--- src/rtl/cdc_handshake_tx.sv ---
// cdc_handshake_tx: source-side controller for a 4-phase bundled-data
// clock-domain crossing. It accepts a word on a valid/ready port, holds it
// on xfer_data, and runs req/ack through an M-flop synchronizer on the
// returning acknowledge.
//
// Handshake contract (local port): a word moves when in_valid and in_ready
// are both 1 at a rising clk edge. in_ready is a pure decode of the state
// register and never depends combinationally on in_valid. in_valid may be
// raised or dropped at any time. While in_ready is 0, in_valid is ignored and
// no word is captured.
module cdc_handshake_tx #(
    parameter int DATA_WIDTH = 8,
    parameter int M          = 2,
    parameter int TIMEOUT    = 1024
) (
    input  logic                  clk,
    input  logic                  reset,
    input  logic                  in_valid,
    output logic                  in_ready,
    input  logic [DATA_WIDTH-1:0] in_data,
    output logic                  xfer_req,
    output logic [DATA_WIDTH-1:0] xfer_data,
    input  logic                  xfer_ack_async,
    output logic                  done,
    output logic                  busy,
    output logic                  err_timeout,
    output logic [15:0]           xfer_count,
    output logic [1:0]            dbg_state
);

    // A single flop cannot resolve metastability on the asynchronous ack.
    if (M < 2) begin : g_bad_m
        $error("cdc_handshake_tx: M must be at least 2");
    end

    // A zero TIMEOUT disables the check. A one-bit counter is still kept so
    // that no signal ends up with zero width.
    localparam int          CW     = (TIMEOUT > 0) ? $clog2(TIMEOUT + 1) : 1;
    localparam logic [CW-1:0] TMO  = CW'(TIMEOUT);
    localparam bit          TMO_EN = (TIMEOUT > 0);

    typedef enum logic [1:0] {
        ST_IDLE    = 2'd0,
        ST_REQ     = 2'd1,
        ST_RELEASE = 2'd2
    } state_t;

    state_t                r_state;
    logic [M-1:0]          r_ack_s;
    logic                  r_xfer_req;
    logic [DATA_WIDTH-1:0] r_xfer_data;
    logic                  r_done;
    logic                  r_busy;
    logic                  r_err;
    logic [15:0]           r_xfer_count;
    logic [CW-1:0]         r_phase_cnt;

    logic                  w_ack_sync;
    logic                  w_phase_exit;

    assign w_ack_sync  = r_ack_s[M-1];
    assign in_ready    = (r_state == ST_IDLE);
    assign xfer_req    = r_xfer_req;
    assign xfer_data   = r_xfer_data;
    assign done        = r_done;
    assign busy        = r_busy;
    assign err_timeout = r_err;
    assign xfer_count  = r_xfer_count;
    assign dbg_state   = r_state;

    // Shift the asynchronous ack through the M-flop synchronizer chain.
    always_ff @(posedge clk) begin
        if (reset) begin
            r_ack_s <= '0;
        end else begin
            r_ack_s <= {r_ack_s[M-2:0], xfer_ack_async};
        end
    end

    // Flag the cycles in which the FSM leaves its current state.
    always_comb begin
        w_phase_exit = 1'b0;
        case (r_state)
            ST_IDLE:    w_phase_exit = in_valid;
            ST_REQ:     w_phase_exit = w_ack_sync;
            ST_RELEASE: w_phase_exit = !w_ack_sync;
            default:    w_phase_exit = 1'b1;
        endcase
    end

    // Handshake FSM with registered req, data, busy, done and transfer count.
    always_ff @(posedge clk) begin
        if (reset) begin
            r_state      <= ST_IDLE;
            r_xfer_req   <= 1'b0;
            r_xfer_data  <= '0;
            r_done       <= 1'b0;
            r_busy       <= 1'b0;
            r_xfer_count <= 16'd0;
        end else begin
            r_done <= 1'b0;
            case (r_state)
                ST_IDLE: begin
                    // A stale high ack is tolerated here: REQ then exits at
                    // once, and RELEASE still waits for the ack to drop.
                    if (in_valid) begin
                        r_xfer_data <= in_data;
                        r_xfer_req  <= 1'b1;
                        r_busy      <= 1'b1;
                        r_state     <= ST_REQ;
                    end
                end
                ST_REQ: begin
                    if (w_ack_sync) begin
                        r_xfer_req <= 1'b0;
                        r_state    <= ST_RELEASE;
                    end
                end
                ST_RELEASE: begin
                    if (!w_ack_sync) begin
                        r_busy       <= 1'b0;
                        r_done       <= 1'b1;
                        r_xfer_count <= r_xfer_count + 16'd1;
                        r_state      <= ST_IDLE;
                    end
                end
                default: begin
                    r_xfer_req <= 1'b0;
                    r_busy     <= 1'b0;
                    r_state    <= ST_IDLE;
                end
            endcase
        end
    end

    // Saturating phase counter: cleared on every state change, counts in REQ/RELEASE.
    always_ff @(posedge clk) begin
        if (reset) begin
            r_phase_cnt <= '0;
        end else if (w_phase_exit || (r_state == ST_IDLE)) begin
            r_phase_cnt <= '0;
        end else if (r_phase_cnt != TMO) begin
            r_phase_cnt <= r_phase_cnt + CW'(1);
        end
    end

    // Sticky timeout flag. The FSM keeps waiting after it sets.
    always_ff @(posedge clk) begin
        if (reset) begin
            r_err <= 1'b0;
        end else if (TMO_EN && (r_phase_cnt == TMO)) begin
            r_err <= 1'b1;
        end
    end

endmodule

--- config.mk ---
export PLATFORM = sky130hd
export DESIGN_NAME = cdc_handshake_tx
export DESIGN_NICKNAME = d
export VERILOG_FILES = /design/src/rtl/cdc_handshake_tx.sv
export SDC_FILE = /design/constraint.sdc
export NUM_CORES = 1
export LEC_CHECK = 0
export CAP_MARGIN = 0
export CELL_PAD_IN_SITES_DETAIL_PLACEMENT = 0
export CELL_PAD_IN_SITES_GLOBAL_PLACEMENT = 2
export CORE_ASPECT_RATIO = 0.75
export CORE_MARGIN = 4
export CORE_UTILIZATION = 29
export DETAILED_ROUTE_END_ITERATION = 8
export PLACE_DENSITY_LB_ADDON = 0.1
export SYNTH_ARGS = -nofsm -noshare
export SYNTH_HDL_FRONTEND = slang
export SYNTH_SLANG_ARGS = --single-unit
--- constraint.sdc ---
create_clock -name clk -period 2.05 [get_ports clk]
set_input_delay 0.3075 -clock clk [delete_from_list [all_inputs] [get_ports clk]]
set_output_delay 0.3075 -clock clk [all_outputs]
set_load 0.05 [all_outputs]
==> results of run 1 <==
layer usage:
layer,routed length (um),up-vias
met2,1680,28
met5,0,-
met4,38,0
li1,-,797
met3,163,5
met1,2260,679
cells by family (layout without fill, tap and decap cells):
| kind of cell | count (synthesis) | after routing | share of synthesized area, % |
|---|---|---|---|
| simple gates | 96 | 96 | 27.4 |
| xor+xnor | 22 | 22 | 10.5 |
| buf+inv | 14 | 63 | 3.34 |
| fa+ha+maj | 3 | 3 | 2.05 |
| mux | 5 | 5 | 2.94 |
| flops | 43 | 43 | 47.0 |
| compound gates | 24 | 24 | 6.76 |
synthesized netlist by cell type, types with 3 or more instances:
master    count
dfxtp_1      43
nor2_1       33
nand2_1      14
a21oi_1      13
xnor2_1      13
nand4_1      11
o21ai_0       9
xor2_1        9
nor2b_1       7
clkbuf_1      6
and3_1        5
inv_1         5
nand3_1       5
nand2b_1      4
nor3_1        4
nor4_1        4
ha_1          3
mux2_1        3
path summary, 6_finish.rpt:
check                                                   end  slack [ns]  depth (start not counted)
worst max-delay path                          xfer_count[3]        0.19                          1
worst min-delay path               err_timeout$_SDFFE_PP0N_        0.45                          2
worst max register to register  r_phase_cnt[6]$_SDFFE_PP0P_        0.49                          4
worst min register to register     err_timeout$_SDFFE_PP0N_        0.45                          2
timing repair:
item / in CTS / in global routing
endpoints found under the setup margin: 0 / 1
endpoints found under the hold margin: 0 / 0
resized for setup: 0 / 1
per-stage QoR:
step	instance area [um^2]	hold slack, ns	utilization [%]	setup WS [ns]	cells
2_1_floorplan	1830	0.414	-	0.100	207
6_report	2480	0.449	41.6	0.186	334
3_3_place_gp	2360	0.438	39.6	0.415	326
5_1_grt	2480	0.482	41.6	0.0988	334
4_1_cts	2480	0.458	41.5	0.0434	334
3_5_place_dp	2360	0.441	39.6	0.376	326
report_power, final:
part / total, mW / internal, mW / switching [mW] / leakage, nW
combinational: 0.197 / 0.0786 / 0.119 / 0.476
sequential: 0.871 / 0.854 / 0.0167 / 0.349
clock: 0.668 / 0.394 / 0.274 / 0.0612
total: 1.74 / 1.33 / 0.409 / 0.887
area by class of cell:
cell class	count	area share, %
Multi-Input combinational cell	150	36.7
Inverter	5	0.756
Clock inverter	2	1.41
Tap cell	78	3.93
Timing Repair Buffer	50	19.2
Sequential cell	43	34.7
Clock buffer	6	3.32
flip-flops by register name, indices dropped and copies added, names as in the netlist:
name and cells:
xfer_req 1, dbg_state 2, r_phase_cnt 11, xfer_data 8
busy 1, xfer_count 16, r_ack_s 2, done 1
err_timeout 1
==> summary.md, run 1 <==
| Metric | Value |
|---|---|
| Ys Warns | 0 |
| DP HPWL | 3100 um |
| Leakage power | 0.887 nW |
| Main flop type after synthesis | dfxtp_1 |
| Router iterations before antenna repair | 4 |
| Status | finished clean |
| Synthesis-stage register bit count | 43 |
| Height of the die | 76.9 um |
| Starting Density | 30.7% |
| Vias | 1,509 |
| GR Util All Layers | 11.6% |
| Largest net degree at the start of global routing | 27 |
| Setup crit start kind | register |
| CP Cell Sequence | clkdlybuf4s50_1 |
| CP required | 1.74 ns |
| Tmin final | 1.86 ns |
| Met3 GRT Util | 3.26% |
| CP delay by family, top | buffers and inverters |
| Max Cap Viol | 0 |
| GRT met1 Usage | 17.1% |
| Footprint of the multi-input gates | 911 um^2 |
| Mapped cell area | 1830 um^2 |
| Worst r2r src | dbg_state[0]$_SDFFE_PP0P_ |
| Min-delay src | err_timeout$_SDFFE_PP0N_ |
| # diodes | 0 |
| Clk buf depth | 2 |
| Peak supply drop | 297 uV |
| Vias/cell | 4.52 |
| Cell taking the most area after synthesis | dfxtp_1 |
| Residual DRC | 0 |
| Critical Path Sink Type | output port |
| Asr flop ratio synth | 0% |
| CORE AREA | 5980 um^2 |
| Clock latency on the worst-skew pair | 0.29 ns |
| Clock transition at path regs | 0.08 ns |
| Pwr dens | 699 nW/um^2 |
| Area grow syn2layout | 35.5% |
| Clock tree sinks | 43 |
| # port buffers | 42 |
| Post-synthesis area per instance | 8.86 um^2 |
| Register area | 861 um^2 |
| RD Place Congestion | 0.688 |
| Grt met2 use | 16.1% |
| Slew margin rel. | 64.9% |
| Critical Path Max Stage Delay | 0.84 ns |
| Grt total ovfl | 0 |
| Antenna viol nets, final | 0 |
| Cells after Synth | 207 |
| Vias in the first global route | 1,494 |
| WL final | 4140 um |
| Most frequent cells in the layout | dfxtp_1, clkdlybuf4s50_1, nor2_1 |
| Level count of the clock H-tree | 2 |
| F_max | 536 MHz |
| Post-CTS setup buffers | 0 |
| Worst min path class | register to register |
| CTS tree | built |
| IO Pins | 43 |
| Pins Over Slew Limit | 0 |
| Sequential element share of the synthesized area | 47.0% |
| Period utilization | 90.9% |
| Initial antenna violation count | 0 |
| Nets | 270 |
| Worst path bufs/invs | 1 |
| Most crowded layer after global routing | met1 |
| Number of synthesized flops with an enable pin | 0 |
| Final Skew | 0.00630 ns |
| Setup violators final | 0 |
| Post-Syn Nets | 222 |
| Final setup TNS | 0 ns |
| Share of the synthesized area in the top cell type | 47.0% |
| WL/cell | 12.4 um |
| Root buffer cell | clkbuf_8 |
| Ratio of cells with drive above 1 in the final layout | 7.42% |
| Area contributors post-synth | dfxtp_1, nor2_1, xnor2_1 |
| Die footprint | 7670 um^2 |
| RSZ-0062 raised after global routing | false |
| First-pass GRT wire length | 7220 um |
| Most common cell after layout, fill and taps aside | dfxtp_1 |
| Crit-path max FO | 6 |
| First DRT Iteration DRCs | 52 |
| Final Hold Fails | 0 |
| CTS buffer count | 5 |
| Post-CTS Hold Buffers | 0 |
| Synth cell types | 30 |
| Crit path kind | register to output port |
| CP startpoint | xfer_count[3]$_SDFFE_PP0P_ |
| Slowest CP cell | clkdlybuf4s50_1 |
| Total power draw | 1.74 mW |
| Die width | 99.8 um |
| Num rows | 24 |
| Slew @ Worst Pin | 0.524 ns |
| Worst Path Arrival | 1.56 ns |
| Fill cell total of the finished layout | 606 |
Note: power is estimated with default switching activity, not from simulation.
==> run 2, diff against run 1 <==
--- a/config.mk
+++ b/config.mk
@@ -12,6 +12,7 @@
 export CORE_MARGIN = 4
 export CORE_UTILIZATION = 29
 export DETAILED_ROUTE_END_ITERATION = 8
+export GPL_TIMING_DRIVEN = 0
 export PLACE_DENSITY_LB_ADDON = 0.1
 export SYNTH_ARGS = -nofsm -noshare
 export SYNTH_HDL_FRONTEND = slang
==> summary.md, run 2 (synthesis results as in run 1) <==
| Metric | Value |
|---|---|
| WL final | 4080 um (-1.4%) |
| Starting Density | 30.7% (unchanged) |
| Switching share of power | 26.2% (+2.7 points) |
| RR Endpoint | xfer_count[11]$_SDFFE_PP0P_ |
| Slew margin rel. | 64.2% (-0.71 points) |
| Router iterations before antenna repair | 4 (unchanged) |
| Clk buf depth | 2 (unchanged) |
| Sw power | 415 uW (+1.5%) |
| Fill cell total of the finished layout | 633 (+4.5%) |
| Crit-path max FO | 6 (unchanged) |
| Hold WS | 0.440 ns (-0.00875 ns) |
| Slew @ Worst Pin | 0.535 ns (+0.0103 ns) |
| CTS tree | built |
| DP HPWL | 3030 um (-2.1%) |
| Worst min path class | register to register |
| Pwr dens | 654 nW/um^2 (-6.4%) |
| CP delay by family, top | buffers and inverters |
| CP required | 1.74 ns (about the same) |
| Num rows | 24 (unchanged) |
| Crit path depth | 1 (unchanged) |
| Reg2reg path depth | 5 (+1) |
| CORE AREA | 5980 um^2 (unchanged) |
| Worst Path Arrival | 1.58 ns (+0.02 ns) |
| # diodes | 0 (unchanged) |
| Worst path bufs/invs | 1 (unchanged) |
| Critical Path Sink Type | output port |
| Crit path to | xfer_count[6] |
| Initial antenna violation count | 0 (unchanged) |
| Vias/cell | 4.59 (+1.7%) |
| Grt total ovfl | 0 (unchanged) |
| First DRT Iteration DRCs | 35 (-33%) |
| Level count of the clock H-tree | 2 (unchanged) |
| Ratio of cells with drive above 1 in the final layout | 3.92% (-3.5 points) |
| Slowest CP cell | clkdlybuf4s50_1 |
| Tmin final | 1.89 ns (+0.0250 ns) |
| Setup crit start kind | register |
| Critical Path Max Stage Delay | 0.85 ns (about the same) |
| CP startpoint | xfer_count[6]$_SDFFE_PP0P_ |
| F_max | 529 MHz (-1.3%) |
| Final core occ | 40.5% (-1.1 points) |
| CP Cell Sequence | clkdlybuf4s50_1 |
| First-pass GRT wire length | 6930 um (-4.1%) |
| Antenna viol nets, final | 0 (unchanged) |
| Clock tree sinks | 43 (unchanged) |
| Pins Over Slew Limit | 0 (unchanged) |
| IO Pins | 43 (unchanged) |
| Leakage power | 0.837 nW (-5.6%) |
| RD Place Congestion | 0.702 (+2.0%) |
| Max Cap Viol | 0 (unchanged) |
| Max reg flops | 16 (unchanged) |
| Largest net degree at the start of global routing | 13 (-52%) |
| RSZ-0062 raised after global routing | false |
| Height of the die | 76.9 um (unchanged) |
| Most common cell after layout, fill and taps aside | dfxtp_1 |
| Status | finished clean |
| GR Util All Layers | 11.2% (-0.40 points) |
| Vias in the first global route | 1,440 (-3.6%) |
| Clock power frac | 32.9% (-5.6 points) |
| Vias | 1,530 (+1.4%) |
| Min-delay src | r_ack_s[0]$_SDFF_PP0_ |
| Final Skew | 0.00525 ns (-0.00105 ns) |
| Crit path kind | register to output port |
| Most frequent cells in the layout | dfxtp_1, clkdlybuf4s50_1, nor2_1 |
| CTS buffer count | 5 (unchanged) |
| Die footprint | 7670 um^2 (unchanged) |
| Combinational share of power | 12.4% (+1.0 points) |
| Period utilization | 92.1% (+1.2 points) |
| Nets | 269 (-0.37%) |
| # port buffers | 41 (-2.4%) |
| Slack of the worst reg-to-reg path | 0.23 ns (-0.26 ns) |
| Total power draw | 1.58 mW (-8.9%) |
| WL/cell | 12.2 um (-1.1%) |
| Clock latency on the worst-skew pair | 0.29 ns (about the same) |
| Die width | 99.8 um (unchanged) |
| Root buffer cell | clkbuf_8 |
| Peak supply drop | 273 uV (-8.2%) |
| Area grow syn2layout | 31.9% |
| Setup violators final | 0 (unchanged) |
| Clock transition at path regs | 0.08 ns (about the same) |
| Post-CTS setup buffers | 0 (unchanged) |
| Post-CTS Hold Buffers | 0 (unchanged) |
| Final Hold Fails | 0 (unchanged) |
| Final setup TNS | 0 ns (unchanged) |
| Internal Power | 1.17 mW (-12%) |
| Residual DRC | 0 (unchanged) |
| Worst r2r src | dbg_state[1]$_SDFFE_PP0P_ |
| Sequential Power Share | 54.6% (+4.4 points) |
[run 2: cell types whose count changed in the layout (fill, tap and decap cells not counted), sizes merged]
cell,before,now
buf,10,3
clkdlybuf4s50,39,40
dlygate4sd2,0,1
clkbuf,6,12
bufinv,1,0
dlymetal6s2s,1,0
[run 2: stage by stage]
step           instance area (um^2)  std cells  setup WS (ns)
6_report                       2420        333          0.161
5_1_grt                        2420        333         0.0877
4_1_cts                        2420        334         0.0447
3_5_place_dp                   2340        326         0.0979
3_3_place_gp                   2340        326         0.0822
2_1_floorplan                  1830        207          0.100
[run 2: worst min-delay path by stage]
stage	endpoint	slack, ns	cells past startpoint
finish	r_ack_s[1]$_SDFF_PP0_	0.44	1
global route	r_ack_s[1]$_SDFF_PP0_	0.46	1
CTS	r_ack_s[1]$_SDFF_PP0_	0.44	1
detailed placement	r_ack_s[1]$_SDFF_PP0_	0.42	1
global placement	r_ack_s[1]$_SDFF_PP0_	0.43	1
floorplan	r_ack_s[1]$_SDFF_PP0_	0.41	1
[run 2: power by group through the flow]
stage | combinational [mW] | sequential, mW | clock [mW]
final | 0.196 | 0.864 | 0.521
after global routing | 0.212 | 0.868 | 0.577
after CTS | 0.199 | 0.865 | 0.548
after detailed placement | 0.200 | 0.885 | 0
after global placement | 0.200 | 0.885 | 0
after floorplan | 0.0708 | 0.940 | 0
[run 2: layout make-up]
class | count | area, um^2 | area share, %
clock buffers | 7 | 76.3 | 3.16
inverters | 5 | 18.8 | 0.776
plain buffers | 8 | 38.8 | 1.60
repair buffers | 41 | 409 | 16.9
multi-input cells | 150 | 911 | 37.7
well taps | 78 | 97.6 | 4.04
clock inverters | 1 | 5.00 | 0.207
flip-flops and latches | 43 | 861 | 35.6
[run 2: routing by layer]
| layer | GRT usage (%) | share of wire, % |
|---|---|---|
| met5 | 0 | 0 |
| met2 | 15.6 | 40 |
| met4 | 4.09 | 1.4 |
| met1 | 15.9 | 53 |
| met3 | 3.54 | 5.4 |
[run 2: repair_timing]
item | CTS | global route
gates resized for setup | 1 | 0
endpoints found under the setup margin | 1 | 1
endpoints found under the hold margin | 0 | 0
==> RTL edit 1 (flow settings as in run 2) <==
Reset style: asynchronous (`reset`), changed in 4 clocked blocks.
--- a/src/rtl/cdc_handshake_tx.sv
+++ b/src/rtl/cdc_handshake_tx.sv
@@ -69,7 +69,7 @@
     assign dbg_state   = r_state;
 
     // Shift the asynchronous ack through the M-flop synchronizer chain.
-    always_ff @(posedge clk) begin
+    always_ff @(posedge clk or posedge reset) begin
         if (reset) begin
             r_ack_s <= '0;
         end else begin
@@ -89,7 +89,7 @@
     end
 
     // Handshake FSM with registered req, data, busy, done and transfer count.
-    always_ff @(posedge clk) begin
+    always_ff @(posedge clk or posedge reset) begin
         if (reset) begin
             r_state      <= ST_IDLE;
             r_xfer_req   <= 1'b0;
@@ -134,7 +134,7 @@
     end
 
     // Saturating phase counter: cleared on every state change, counts in REQ/RELEASE.
-    always_ff @(posedge clk) begin
+    always_ff @(posedge clk or posedge reset) begin
         if (reset) begin
             r_phase_cnt <= '0;
         end else if (w_phase_exit || (r_state == ST_IDLE)) begin
@@ -145,7 +145,7 @@
     end
 
     // Sticky timeout flag. The FSM keeps waiting after it sets.
-    always_ff @(posedge clk) begin
+    always_ff @(posedge clk or posedge reset) begin
         if (reset) begin
             r_err <= 1'b0;
         end else if (TMO_EN && (r_phase_cnt == TMO)) begin
Formal check against the unedited RTL: differs if reset is asserted again (counterexample within 4 cycles, from zero or initial values and one cycle with reset high); with reset held inactive, the same outputs for 10 cycles.
==> RTL edit 1 against run 2 <==
- wire length fell by 7.8%
- die area up 2.2%
- area after synthesis rose by 2.5%
- worst setup slack improved by 0.011 ns
- sequential cell count unchanged
- non-clock buffer count shrank 1
- final area up 4.5%
- register-to-register slack better by 0.24 ns
Power is not compared: it rests on default switching activity, and its combinational part moved more than twofold at a synthesized area within 25%.
==> RTL edit 1: results (changes against run 2) <==
* Status: complete, no violations (unchanged)
* FF-to-FF path depth at 6 (was 5)
* Synthesized Nets at 177 (was 222)
* Register area at 0.00108 sq mm (was 861 sq um)
* Wirelength, routed at 3760 microns (was 4080 microns)
* Hold slack at 0.287 ns (was 0.440 ns)
* Clock share of power at 17.9%
* Vias in the first global route at 1,382 (was 1,440)
* Pin count of the biggest net entering global routing at 32 (was 13)
* Max-slew headroom at 65.6% (was 64.2%)
* Top power group: combinational logic
* Final Skew at 0.00417 ns (was 0.00525 ns)
* Met2 Usage GRT at 16.7% (was 15.6%)
* Hold crit path type: in -> async (was reg -> reg)
* Final GP Congestion at 0.746 (was 0.702)
* Clock network area share at 3.96% (was 3.36%)
* Area occupied by multi-input gates at 744 sq um (was 911 sq um)
* Row cnt at 25 (was 24)
* Filler cell count at 618 (was 633)
* Vias at 1,275 (was 1,530)
* Data buffer area share at 18.9% (was 18.5%)
* Seq Cell Count at 43 (unchanged)
* Top cells by count, synth: dfrtp_1 (43), nor2_1 (22), xnor2_1 (18) (was dfxtp_1 (43), nor2_1 (33), nand2_1 (14))
* Clock buffer cells at 8 (was 7)
* Detail Placement HPWL at 2770 microns (was 3030 microns)
* Post-synthesis cell count at 162 (was 207)
* Critical path origin: xfer_count[5] (was xfer_count[6])
* Vias per cell at 4.34 (was 4.59)
* Seq/Total Area, Yosys at 57.3% (was 47.0%)
* Flop2flop setup slack at 0.47 ns (was 0.23 ns)
* Async set-or-reset flop fraction in the synthesized netlist at 100% (was 0%)
* Dpl cells at 286 (was 326)
* FF-to-FF End: xfer_count[13] (was xfer_count[11])
* Metal3 WL at 207 microns (was 222 microns)
* Count of multi-input gates at 107 (was 150)
* Final nets at 227 (was 269)
* Met1 WL at 1790 microns (was 2160 microns)
* Gr usage total at 10.8% (was 11.2%)
* Synth area leader: dfrtp_1 (was dfxtp_1)
* Worst flop-to-flop path startpoint: dbg_state[0] (was dbg_state[1])
* First DRT Iteration DRCs at 32 (was 35)
* First-pass GRT wire length at 6660 microns (was 6930 microns)
* Met3 usage at 3.50% (was 3.54%)
* Signal buffers at 48 (was 49)
RTL edit 1: cell count changes in the layout (fill, tap and decap cells not counted), moves of 6 or more:
cell     change
mux2_2       +9
dfxtp_1     -43
dfrtp_1     +43
o21ai_0      -8
a21oi_1     -10
nand4_1      -7
nor2b_1      -6
nor2_1      -12
RTL edit 1: kinds of logic after synthesis:
family                     after synthesis  share of synthesized area, %
buffers and inverters                   12                          3.46
muxes                                   11                          6.46
AOI/OAI and AO/OA                        5                          1.40
DFF                                     43                          57.3
xor gates and xnor gates                25                          11.7
and+or+nand+nor                         63                          17.7
adders and majority gates                3                          2.00
RTL edit 1: stage by stage:
stage	util (%)	total power, mW	area (sq um)	setup TNS [ns]	setup slack (ns)
after floorplan	-	2.22	1890	0	0.174
after global placement	38.3	2.69	2410	-8.27	-0.194
after detailed placement	38.6	2.73	2430	0	0.301
after CTS	40.2	3.32	2530	0	0.153
after global routing	40.2	3.46	2530	0	0.0997
final	40.2	3.26	2530	0	0.172
==> RTL edit 2 (settings of run 2) <==
Made on the original files. The parameter `DATA_WIDTH` goes from 8 to 10.
--- a/src/rtl/cdc_handshake_tx.sv
+++ b/src/rtl/cdc_handshake_tx.sv
@@ -9,7 +9,7 @@
 // raised or dropped at any time. While in_ready is 0, in_valid is ignored and
 // no word is captured.
 module cdc_handshake_tx #(
-    parameter int DATA_WIDTH = 8,
+    parameter int DATA_WIDTH = 10,
     parameter int M          = 2,
     parameter int TIMEOUT    = 1024
 ) (
Interface: changed (resized in_data and xfer_data); port bits go from 43 to 47. The function was not compared with the original's and may differ.
==> RTL edit 2 against run 2 <==
- worst setup slack got worse by 0.0078 ns
- area after synthesis grew 5.2%
- die area is 4.7% higher
- critical endpoint is now in_ready
- final area grew 6.8%
- total power increased by 5.0%
- via count up 6.6%
- sequential cell count rose by 2
- wire length rose by 7.8%
==> RTL edit 2: results (changes against run 2) <==
* Worst skew pair latency at 0.29 ns (about the same)
* Gr usage total at 11.6% (was 11.2%)
* Dpl cells at 348 (was 326)
* CTS Buffer Depth at 2 (unchanged)
* Filler cell count at 696 (was 633)
* Root Buffer: clkbuf_8 (unchanged)
* Final GP Congestion at 0.705 (was 0.702)
* Met1 Usage GRT at 15.8% (was 15.9%)
* Met2 Usage GRT at 17.8% (was 15.6%)
* Drt drc at 0 (unchanged)
* Antenna cell count at 0 (unchanged)
* Final nets at 291 (was 269)
* Status: complete, no violations (unchanged)
* Number of flip-flops under the largest register name at 16 (unchanged)
* Leak Pwr at 0.889 nW (was 0.837 nW)
* Least-Margin Pin Slew at 0.723 ns (was 0.535 ns)
* Synthesized Nets at 238 (was 222)
* Number of distinct library cells after synthesis at 32 (was 30)
* # port buffers at 46 (was 41)
* Detail Placement HPWL at 3160 microns (was 3030 microns)
* CP top delay family: buffers and inverters (unchanged)
* Area contributors post-synth: dfxtp_1 (47%), a21oi_1 (5.5%), nor2_1 (5.5%) (was dfxtp_1 (47%), nor2_1 (6.8%), xnor2_1 (6.2%))
* First-pass detailed-route iteration total at 4 (unchanged)
* Clock transition at the registers of the reported paths at 0.08 ns (about the same)
* First DRT Iteration DRCs at 61 (was 35)
* Synth warn at 0 (unchanged)
* Antenna violations before repair at 0 (unchanged)
* Clock buffers created by TritonCTS at 5 (unchanged)
* VDD IR-drop max at 251 uV (was 273 uV)
* Vias at 1,631 (was 1,530)
* Switch share at 26.3% (was 26.2%)
* Met3 usage at 3.73% (was 3.54%)
* Syn_area_per_cell at 8.72 sq um (was 8.86 sq um)
* Crit Path Max Fanout at 10 (was 6)
* Top cells by count, synth: dfxtp_1 (45), nor2_1 (28), a21oi_1 (21) (was dfxtp_1 (43), nor2_1 (33), nand2_1 (14))
* Hold crit path type: reg -> reg (unchanged)
* Crit-path slowest cell: dfxtp_1 (was clkdlybuf4s50_1)
* Wirelength, routed at 4400 microns (was 4080 microns)
* Layout cells sized above 1 at 7.64% (was 3.92%)
* Vias per cell at 4.58 (was 4.59)
* Pin count of the biggest net entering global routing at 13 (unchanged)
* First-pass GRT wire length at 7420 microns (was 6930 microns)
* Vias in the first global route at 1,542 (was 1,440)
* Seq/Total Area, Yosys at 46.7% (was 47.0%)
* Final Skew at 0.00874 ns (was 0.00525 ns)
* # H-tree levels at 2 (unchanged)
* CP peak stage delay at 0.39 ns (was 0.85 ns)
==> RTL edit 2: metrics by stage <==
stage,area (sq um),worst slack (ns)
2_1_floorplan,1930,0.0138
3_3_place_gp,2490,-0.419
3_5_place_dp,2490,-0.408
4_1_cts,2570,0.107
5_1_grt,2580,0.0435
6_report,2580,0.153
==> RTL edit 2: cells by family (layout without fill, tap and decap cells) <==
| group | after synthesis | in the layout | share of synthesized area, % |
|---|---|---|---|
| AOI/OAI and AO/OA | 40 | 40 | 11.2 |
| adders and majority gates | 3 | 3 | 1.95 |
| buffers and inverters | 17 | 71 | 4.09 |
| xor gates and xnor gates | 17 | 17 | 7.72 |
| and+or+nand+nor | 95 | 95 | 26.2 |
| muxes | 4 | 4 | 2.21 |
| DFF | 45 | 45 | 46.7 |
==> RTL edit 2: path summary, 6_finish.rpt <==
| kind | start | end | slack, ns | cells past startpoint |
|---|---|---|---|---|
| worst max register to register | dbg_state[1] | r_phase_cnt[6] | 0.21 | 6 |
| worst min register to register | r_ack_s[0] | r_ack_s[1] | 0.44 | 1 |
| worst max-delay path | dbg_state[1] | in_ready | 0.15 | 4 |
| worst min-delay path | r_ack_s[0] | r_ack_s[1] | 0.44 | 1 |
==> RTL edit 2: area by class of cell <==
| cell class | count | area, sq um | share of cell area [%] |
|---|---|---|---|
| Multi-Input combinational cell | 159 | 955 | 37.0 |
| Sequential cell | 45 | 901 | 34.9 |
| Timing Repair Buffer | 46 | 462 | 17.9 |
| Tap cell | 81 | 101 | 3.92 |
| Clock buffer | 8 | 80.1 | 3.10 |
| Buffer | 10 | 57.6 | 2.23 |
| Inverter | 7 | 26.3 | 1.02 |
==> RTL edit 2: timing repair <==
item / in CTS / in global routing
setup endpoints to repair: 11 / 10
gates resized for setup: 6 / 2
hold buffers: 0 / 0
setup buffers: 0 / 0
cloned: 0 / 0
pin swaps: 0 / 0
==> RTL edit 2: per-layer routing <==
| layer | share of wire (%) | vias up |
|---|---|---|
| met1 | 52 | 742 |
| met5 | 0 | - |
| met2 | 43 | 29 |
| met4 | 0.43 | 0 |
| li1 | - | 858 |
| met3 | 5.0 | 2 |
==> RTL edit 2: power groups by stage <==
stage / combinational [mW] / clock [mW] / sequential (mW)
after floorplan: 0.0746 / 0 / 0.993
after global placement: 0.228 / 0 / 0.930
after detailed placement: 0.227 / 0 / 0.930
after CTS: 0.228 / 0.567 / 0.909
after global routing: 0.241 / 0.587 / 0.913
final: 0.225 / 0.528 / 0.909
